`src/rtl/dsp_t2_mac_lanes.sv`:
```
// Fracturable multiply-accumulate block: LANES independent MAC lanes, each with a
// pipelined multiplier, wrap-around accumulator and shift/round/saturate output stage.
module dsp_t2_mac_lanes #(
    parameter int LANES           = 1,
    parameter int A_WIDTH         = 20,
    parameter int B_WIDTH         = 18,
    parameter int ACC_WIDTH       = 64,
    parameter int Z_WIDTH         = 38,
    parameter int REGISTER_INPUTS = 0
) (
    input  logic                       clock_i,
    input  logic                       reset_i,
    input  logic                       valid_i,
    input  logic [LANES*A_WIDTH-1:0]   a_i,
    input  logic [LANES*B_WIDTH-1:0]   b_i,
    input  logic                       unsigned_a_i,
    input  logic                       unsigned_b_i,
    input  logic                       load_acc_i,
    input  logic                       subtract_i,
    input  logic [1:0]                 output_select_i,
    input  logic [5:0]                 shift_right_i,
    input  logic                       round_i,
    input  logic                       saturate_enable_i,
    output logic                       valid_o,
    output logic [LANES*Z_WIDTH-1:0]   z_o,
    output logic [LANES*B_WIDTH-1:0]   dly_b_o,
    output logic [LANES-1:0]           sat_o
);

    typedef struct packed {
        logic       uns_a;
        logic       uns_b;
        logic       load;
        logic       sub;
        logic [1:0] sel;
        logic [5:0] sh;
        logic       rnd;
        logic       sat_en;
    } ctrl_t;

    typedef struct packed {
        logic       uns;
        logic       load;
        logic [1:0] sel;
        logic [5:0] sh;
        logic       rnd;
        logic       sat_en;
    } out_ctrl_t;

    // Operands are sign- or zero-extended to the accumulator width so the low product bits wrap correctly.
    function automatic logic [ACC_WIDTH-1:0] mul_ext(input logic [A_WIDTH-1:0] a,
                                                     input logic [B_WIDTH-1:0] b,
                                                     input logic ua, input logic ub);
        logic [ACC_WIDTH-1:0] ax;
        logic [ACC_WIDTH-1:0] bx;
        ax = {{(ACC_WIDTH-A_WIDTH){a[A_WIDTH-1] & ~ua}}, a};
        bx = {{(ACC_WIDTH-B_WIDTH){b[B_WIDTH-1] & ~ub}}, b};
        return ax * bx;
    endfunction

    function automatic logic [ACC_WIDTH-1:0] acc_next(input logic [ACC_WIDTH-1:0] acc,
                                                      input logic [ACC_WIDTH-1:0] p,
                                                      input logic load, input logic sub);
        logic [ACC_WIDTH-1:0] base;
        base = load ? {ACC_WIDTH{1'b0}} : acc;
        return sub ? (base - p) : (base + p);
    endfunction

    // Returns {clamped, z}: bias, shift in ACC_WIDTH+1 bits, then saturate or truncate.
    function automatic logic [Z_WIDTH:0] post_proc(input logic [ACC_WIDTH-1:0] acc,
                                                   input logic uns, input logic [5:0] sh,
                                                   input logic rnd, input logic sat_en);
        logic [ACC_WIDTH:0]   one;
        logic [ACC_WIDTH:0]   bias;
        logic [ACC_WIDTH:0]   t;
        logic [ACC_WIDTH:0]   r;
        logic                 ovf;
        logic [Z_WIDTH-1:0]   z;
        one  = {{ACC_WIDTH{1'b0}}, 1'b1};
        bias = (rnd && (sh != 6'd0)) ? (one << (sh - 6'd1)) : {(ACC_WIDTH+1){1'b0}};
        t    = {acc[ACC_WIDTH-1] & ~uns, acc} + bias;
        if (uns) begin
            r   = t >> sh;
            ovf = |r[ACC_WIDTH:Z_WIDTH];
        end else begin
            r   = $signed(t) >>> sh;
            ovf = !((&r[ACC_WIDTH:Z_WIDTH-1]) || !(|r[ACC_WIDTH:Z_WIDTH-1]));
        end
        if (sat_en && ovf) begin
            if (uns) begin
                z = {Z_WIDTH{1'b1}};
            end else if (r[ACC_WIDTH]) begin
                z = {1'b1, {(Z_WIDTH-1){1'b0}}};
            end else begin
                z = {1'b0, {(Z_WIDTH-1){1'b1}}};
            end
        end else begin
            z = r[Z_WIDTH-1:0];
        end
        return {sat_en & ovf, z};
    endfunction

    ctrl_t                          ctrl_in_s;
    logic                           v0_s;
    logic [LANES*A_WIDTH-1:0]       a0_s;
    logic [LANES*B_WIDTH-1:0]       b0_s;
    ctrl_t                          c0_s;

    assign ctrl_in_s = {unsigned_a_i, unsigned_b_i, load_acc_i, subtract_i, output_select_i,
                        shift_right_i, round_i, saturate_enable_i};

    generate
        if (REGISTER_INPUTS != 0) begin : g_in_reg
            logic                     v_r;
            logic [LANES*A_WIDTH-1:0] a_r;
            logic [LANES*B_WIDTH-1:0] b_r;
            ctrl_t                    c_r;

            // Optional input register stage.
            always_ff @(posedge clock_i or negedge reset_i) begin
                if (!reset_i) begin
                    v_r <= 1'b0;
                    a_r <= '0;
                    b_r <= '0;
                    c_r <= '0;
                end else begin
                    v_r <= valid_i;
                    if (valid_i) begin
                        a_r <= a_i;
                        b_r <= b_i;
                        c_r <= ctrl_in_s;
                    end
                end
            end

            assign v0_s = v_r;
            assign a0_s = a_r;
            assign b0_s = b_r;
            assign c0_s = c_r;
        end else begin : g_in_comb
            assign v0_s = valid_i;
            assign a0_s = a_i;
            assign b0_s = b_i;
            assign c0_s = ctrl_in_s;
        end
    endgenerate

    logic                                v1_r;
    ctrl_t                               c1_r;
    logic [LANES-1:0][ACC_WIDTH-1:0]     p1_r;

    // S1: product register.
    always_ff @(posedge clock_i or negedge reset_i) begin
        if (!reset_i) begin
            v1_r <= 1'b0;
            c1_r <= '0;
            p1_r <= '0;
        end else begin
            v1_r <= v0_s;
            if (v0_s) begin
                c1_r <= c0_s;
                for (int k = 0; k < LANES; k++) begin
                    p1_r[k] <= mul_ext(a0_s[k*A_WIDTH +: A_WIDTH], b0_s[k*B_WIDTH +: B_WIDTH],
                                       c0_s.uns_a, c0_s.uns_b);
                end
            end
        end
    end

    logic                                v2_r;
    out_ctrl_t                           c2_r;
    logic [LANES-1:0][ACC_WIDTH-1:0]     acc_r;
    logic [LANES-1:0][Z_WIDTH-1:0]       p2_r;

    // S2: accumulator; the product rides alongside for output select 0.
    always_ff @(posedge clock_i or negedge reset_i) begin
        if (!reset_i) begin
            v2_r  <= 1'b0;
            c2_r  <= '0;
            acc_r <= '0;
            p2_r  <= '0;
        end else begin
            v2_r <= v1_r;
            if (v1_r) begin
                c2_r <= {c1_r.uns_a & c1_r.uns_b, c1_r.load, c1_r.sel, c1_r.sh, c1_r.rnd, c1_r.sat_en};
                for (int k = 0; k < LANES; k++) begin
                    acc_r[k] <= acc_next(acc_r[k], p1_r[k], c1_r.load, c1_r.sub);
                    p2_r[k]  <= p1_r[k][Z_WIDTH-1:0];
                end
            end
        end
    end

    logic [LANES-1:0][Z_WIDTH:0]   pp_s;
    logic [LANES*Z_WIDTH-1:0]      z_nxt_s;
    logic [LANES-1:0]              clamp_s;

    // Output selection per lane.
    always_comb begin
        pp_s    = '0;
        z_nxt_s = '0;
        clamp_s = '0;
        for (int k = 0; k < LANES; k++) begin
            pp_s[k] = post_proc(acc_r[k], c2_r.uns, c2_r.sh, c2_r.rnd, c2_r.sat_en);
            case (c2_r.sel)
                2'd0: z_nxt_s[k*Z_WIDTH +: Z_WIDTH] = p2_r[k];
                2'd1: begin
                    z_nxt_s[k*Z_WIDTH +: Z_WIDTH] = pp_s[k][Z_WIDTH-1:0];
                    clamp_s[k]                    = pp_s[k][Z_WIDTH];
                end
                2'd2: z_nxt_s[k*Z_WIDTH +: Z_WIDTH] = acc_r[k][Z_WIDTH-1:0];
                default: z_nxt_s[k*Z_WIDTH +: Z_WIDTH] = {Z_WIDTH{1'b0}};
            endcase
        end
    end

    // S3: output register and sticky saturation flags; bubbles hold the last result.
    always_ff @(posedge clock_i or negedge reset_i) begin
        if (!reset_i) begin
            valid_o <= 1'b0;
            z_o     <= '0;
            sat_o   <= '0;
        end else begin
            valid_o <= v2_r;
            if (v2_r) begin
                z_o <= z_nxt_s;
                for (int k = 0; k < LANES; k++) begin
                    if (clamp_s[k]) begin
                        sat_o[k] <= 1'b1;
                    end else if (c2_r.load) begin
                        sat_o[k] <= 1'b0;
                    end
                end
            end
        end
    end

    // b is echoed from the raw input one cycle later, only for valid samples.
    always_ff @(posedge clock_i or negedge reset_i) begin
        if (!reset_i) begin
            dly_b_o <= '0;
        end else if (valid_i) begin
            dly_b_o <= b_i;
        end
    end

endmodule

```
`config.mk`:
```
export PLATFORM = sky130hd
export DESIGN_NAME = dsp_t2_mac_lanes
export DESIGN_NICKNAME = d
export VERILOG_FILES = /design/src/rtl/dsp_t2_mac_lanes.sv
export SDC_FILE = /design/constraint.sdc
export NUM_CORES = 2
export LEC_CHECK = 0
export CAP_MARGIN = 20
export CORE_MARGIN = 4
export CORE_UTILIZATION = 47
export DETAILED_ROUTE_END_ITERATION = 10
export HOLD_SLACK_MARGIN = 0.05
export PLACE_DENSITY = 0.76
export SYNTH_ARGS = -nofsm -noshare
export SYNTH_HDL_FRONTEND = slang
export SYNTH_SLANG_ARGS = --single-unit
```
`constraint.sdc`:
```
create_clock -name clock_i -period 10.1 [get_ports clock_i]
set_clock_uncertainty 0.15 [all_clocks]
set_input_delay 2.02 -clock clock_i [delete_from_list [all_inputs] [get_ports clock_i]]
set_output_delay 2.02 -clock clock_i [all_outputs]
set_load 0.02 [all_outputs]
```
-- After elaboration in Yosys (flattened, before gate mapping)
Cells that the tools add are included.
- logic and storage cells: 65
- bits of input ports: 55
- output and inout port bits: 58
- register bits: 252
- equality and inequality tests: 2
- bitwise gates (word level): 8
- add/subtract/negate cells: 4
- shift-type cells: 3
- reductions and logical operators: 12
- mux-type cells: 12
- $mul: 1
- operators with widths (cell ; number):
    2-to-1 mux 65 bit ; 2
    2-to-1 mux 64 bit ; 2
    2-to-1 mux 38 bit ; 3
    case mux 38 bit (3 select lines) ; 1
    adder 65 bit ; 1
    left shift 1 x 6 -> 65 bit, first input constant ; 1
    right shift 65 x 6 -> 65 bit ; 1
    >>> shifter 65 x 6 -> 65 bit ; 1
    adder 64 bit ; 1
    subtractor 64 bit ; 1
    multiplier 21 x 19 -> 40 bit ; 1
    AND reduction 28 bit ; 1
    OR reduction 28 bit ; 1
    OR reduction 27 bit ; 1
    nonzero test 6 bit ; 1
    subtractor 6 x 1 -> 6 bit, second input constant ; 1
    bitwise AND 1 bit ; 5
    2-to-1 mux 1 bit ; 4
    NOT 1 bit ; 3
    == test 2 x 1 -> 1 bit, second input constant ; 1
    == test 2 bit, second input constant ; 1
    logical AND 1 bit ; 2
    zero test 1 bit ; 2
    zero test 2 bit ; 1
    other kinds (3) ; 3

-- Longest topological paths before layout
- depth in word-level cells: 14
- depth in mapped cells: 34
- mapped depth without buffers: 32

-- Worst setup path before layout
No wires, ideal clock.
- kind: input-to-reg
- start: in a_i[12]
- end: reg p1_r[38] in the netlist's numbering
- arrival time: 9.463 ns
- buffers on the path: 2
- setup time: 0.134 ns
- required time: 9.816 ns
- path slack: 0.354 ns
- cell stages on the path: 28
- cells stage by stage: clkbuf_1 clkbuf_1 nand2_1 fa_1 inv_1 fa_1 fa_1 inv_1 fa_1 inv_1 fa_1 fa_1 ha_1 ha_1 and2_1 a31oi_1 o21ai_0 o41ai_1 o211ai_1 o311a_1 a41o_1 o41ai_1 o211ai_1 o41ai_1 o2111ai_1 o311ai_1 xor2_1 a21oi_1
- word-level cells in the longest chain between the ends: 1
- RTL lines (element ; RTL line ; source):
    start: declaration ; 14 ; input logic [LANES*A_WIDTH-1:0] a_i,
    multiplier 21 x 19 -> 40 bit ; 58 ; return ax * bx;
    end signal: indexed assignment ; 163 ; p1_r[k] <= mul_ext(a0_s[k*A_WIDTH +: A_WIDTH], b0_s[k*B_WIDTH +: B_WIDTH],
    end: declaration ; 150 ; logic [LANES-1:0][ACC_WIDTH-1:0] p1_r;
No other way between the ends.
A chain may end at the register's enable or synchronous reset.

-- Final worst setup path
- start: in b_i[1]
- end: reg p1_r[38] in the netlist's numbering
- word-level cells in the longest chain between the ends: 1
- RTL lines (element ; RTL line ; source):
    start: declaration ; 15 ; input logic [LANES*B_WIDTH-1:0] b_i,
    multiplier 21 x 19 -> 40 bit ; 58 ;
No other way between the ends.

==> metrics.yaml <==
grt:
  grt_use_total_pct: 27.8
  grt_pass1_vias: 35000
  grt_overflow: 0
  grt_max_degree: 161
  antenna_found_initial: 4
  grt_pass1_wl_um: 193000
logic_synthesis:
  syn_inst: 4560
  ys_ff_latch: 228
  synth_flop_cell: "dfrtp_1"
  synthDistinctLibCells: 106
  synthArstFlopShare_pct: 100
  synth.area.top_cells: "fa_1 (21%), dfrtp_1 (15%), ha_1 (7.9%)"
  ys_warn_count: 0
  synth_edf_count: 0
  synth_top_area_share_pct: 20.9
  ys_seq_area_share_pct: 14.7
  yosysTopAreaCell: "fa_1"
  syn_avg_cell_area_um2: 8.52
  syn_area_um2: 38900
  syn-num-nets: 5265
clocking:
  htreeDepth: 1
  clkLatencyLatePin_ns: 0.62
  postCtsSetupRepairBufs: 0
  cts.clk_slew.worst_paths_ns: 0.07
  root_buffer: "clkbuf_16"
  cts_resized: 0
  cts.sinks: 228
  postCtsHoldBufs: 0
  cts_buffers: 30
  cts_tree: "done"
  cts_buffer_depth: 3
setup_path:
  crit_fanout: 8
  slowest_delay_ns: 0.55
  rr_worst_depth: 23
  path_common_cell: "fa_1"
  arrival_ns: 9.94
  worstSetupPathType: "input port to flip-flop"
  critical_path.endpoint_type: "flip-flop"
  crit_start: "b_i[1]"
  start_kind: "input port"
  r2r-end: "z_o[35]"
  cp_slowest_cell: "fa_1"
  crit_end: "p1_r[38]"
  critPathTopFamily: "adder cells"
  path_buf_inv: 9
  r2r_start: "c2_r[3]"
  required_ns: 10.43
  path_depth: 31
  r2r_slack_ns: 1.41
min_path:
  hp-class: "flip-flop to flip-flop"
final_layout:
  syn_to_final_growth_pct: 8.93
  n_antenna_cell: 0
  final_nets: 5262
  fill_cells: 7612
  fin_area_um2: 42300
  drive_gt1_share_pct: 9.70
sta:
  setup_viol: 0
  max_freq_mhz: 104
  finalSetupTns_ns: 0
  timing.slew.headroom_pct: 23.8
  hold_viol_final: 0
  final.min_clock_period_ns: 9.60
  fin_crit_sh_pct: 95.1
  rsz0062_at_grt: "false"
  tightest_slew_ns: 1.14
  setup_ws_ns: 0.499
  slew_violations: 0
drt:
  drtAntennaViolNets: 0
  wirelength_um: 122000
  drtIter0Drc: 3169
  wl_per_cell_um: 21.7
  drc_errors: 0
  vias_per_cell: 6.14
  firstDrtPassIters: 9
  vias: 34700
place:
  dp_slack_ns: -0.0775
  routabilityCongestion: 1.02
  port-buffer-count: 112
  dp_hpwl_um: 98200
  placed_cell_area_um2: 41300
floorplanning:
  dieHeight_um: 296
  dieArea_um2: 87400
  rows: 105
  pin_count: 113
  initial_core_util_pct: 47.4
  die_x_um: 296
  core_um2: 82000
power:
  p_leak_nw: 19.1
  ir_drop_mv: 0.480
  p_per_area_nw_per_um2: 417
run:
  cap_violations: 0
run_status:
  status: "finished clean"
power breakdown:
group / internal, mW / total (mW) / switching (mW)
logic: 6.58 / 14.7 / 8.08
registers: 1.38 / 1.83 / 0.449
clock network: 0.694 / 1.17 / 0.475
total: 8.65 / 17.7 / 9.01
per-stage QoR:
step / hold slack (ns) / std cells / utilization [%] / total power, mW
CTS: 0.310 / 5649 / 51.6 / 17.6
global placement: 0.299 / 5595 / 50.3 / 16.0
global route: 0.342 / 5649 / 51.6 / 19.5
detailed placement: 0.296 / 5595 / 50.3 / 16.3
finish: 0.313 / 5649 / 51.6 / 17.7
floorplan: 0.256 / 4560 / - / 12.6
registers in the layout, summed over array words and instances (netlist names), 12 cells and up:
register  count
z_o          38
p1_r         40
p2_r         38
dly_b_o      18
acc_r        64
c1_r         14
c2_r         12
cell type report:
type                    instances  area (um2)  share of cell area, %
clock buffers                  39         835                   1.97
clock inverters                15         235                  0.556
inverters                     434        1630                   3.85
multi-input cells            3631       30500                   72.0
flip-flops and latches        228        5720                   13.5
well taps                    1070        1340                   3.16
repair buffers                232        2100                   4.96
Yosys cell counts (32+ instances only):
library cell and n:
nor2b_1 86, nand3_1 68, nand2_1 459, xor2_1 43, dfrtp_1 228, nor2_1 296, nand2b_1 48, a21oi_1 344
mux2_2 176, o21ai_0 154, o21a_1 33, xnor2_1 144, a211oi_1 71, o21ai_1 41, nor3_1 96, a21o_1 77
mux2i_1 187, ha_1 245, and2_1 164, clkbuf_1 213, buf_1 32, inv_1 432, fa_1 405
per-layer routing:
metal	vias up	GRT usage (%)	part of all wire [%]
met3	392	3.93	7.4
met2	1576	46.4	47
met5	-	0	0.014
met1	17000	35.1	40
met4	4	14.7	6.3
li1	15700	-	-
logic make-up (layout without fill, tap and decap cells):
logic type                 after synthesis  after routing  share of synthesized area (%)
DFF                                    228            228                           14.7
and+or+nand+nor                       1375           1375                           17.1
muxes                                  378            378                           10.7
buffers and inverters                  701            720                           6.94
xor gates and xnor gates               188            188                           4.28
other                                    1              1                        0.00965
adders and majority gates              650            650                           28.7
AOI/OAI and AO/OA                     1039           1039                           17.5
cells in the final DEF, fill, tap and decap left out, drive strengths merged, types with 43 or more instances in the layout:
master         count
nand2b            48
a211oi            75
nor3             101
nor2             296
nand3             68
inv              441
buf              122
xor2              43
nand2            459
ha               245
fa               405
xnor2            145
and2             164
mux2i            187
nor2b             86
dfrtp            228
mux2             178
a21oi            346
a21o              78
o21ai            198
clkdlybuf4s50    110
how the worst min path moves through the flow:
stage / startpoint / endpoint / slack [ns] / cells past startpoint
4_1_cts: v2_r / valid_o / 0.31 / 0
3_3_place_gp: v2_r / valid_o / 0.30 / 0
5_1_grt: v2_r / valid_o / 0.34 / 0
3_5_place_dp: v2_r / valid_o / 0.30 / 0
6_report: v2_r / valid_o / 0.31 / 0
2_1_floorplan: v1_r / v2_r / 0.26 / 0
Note: power is estimated with default switching activity, not from simulation.
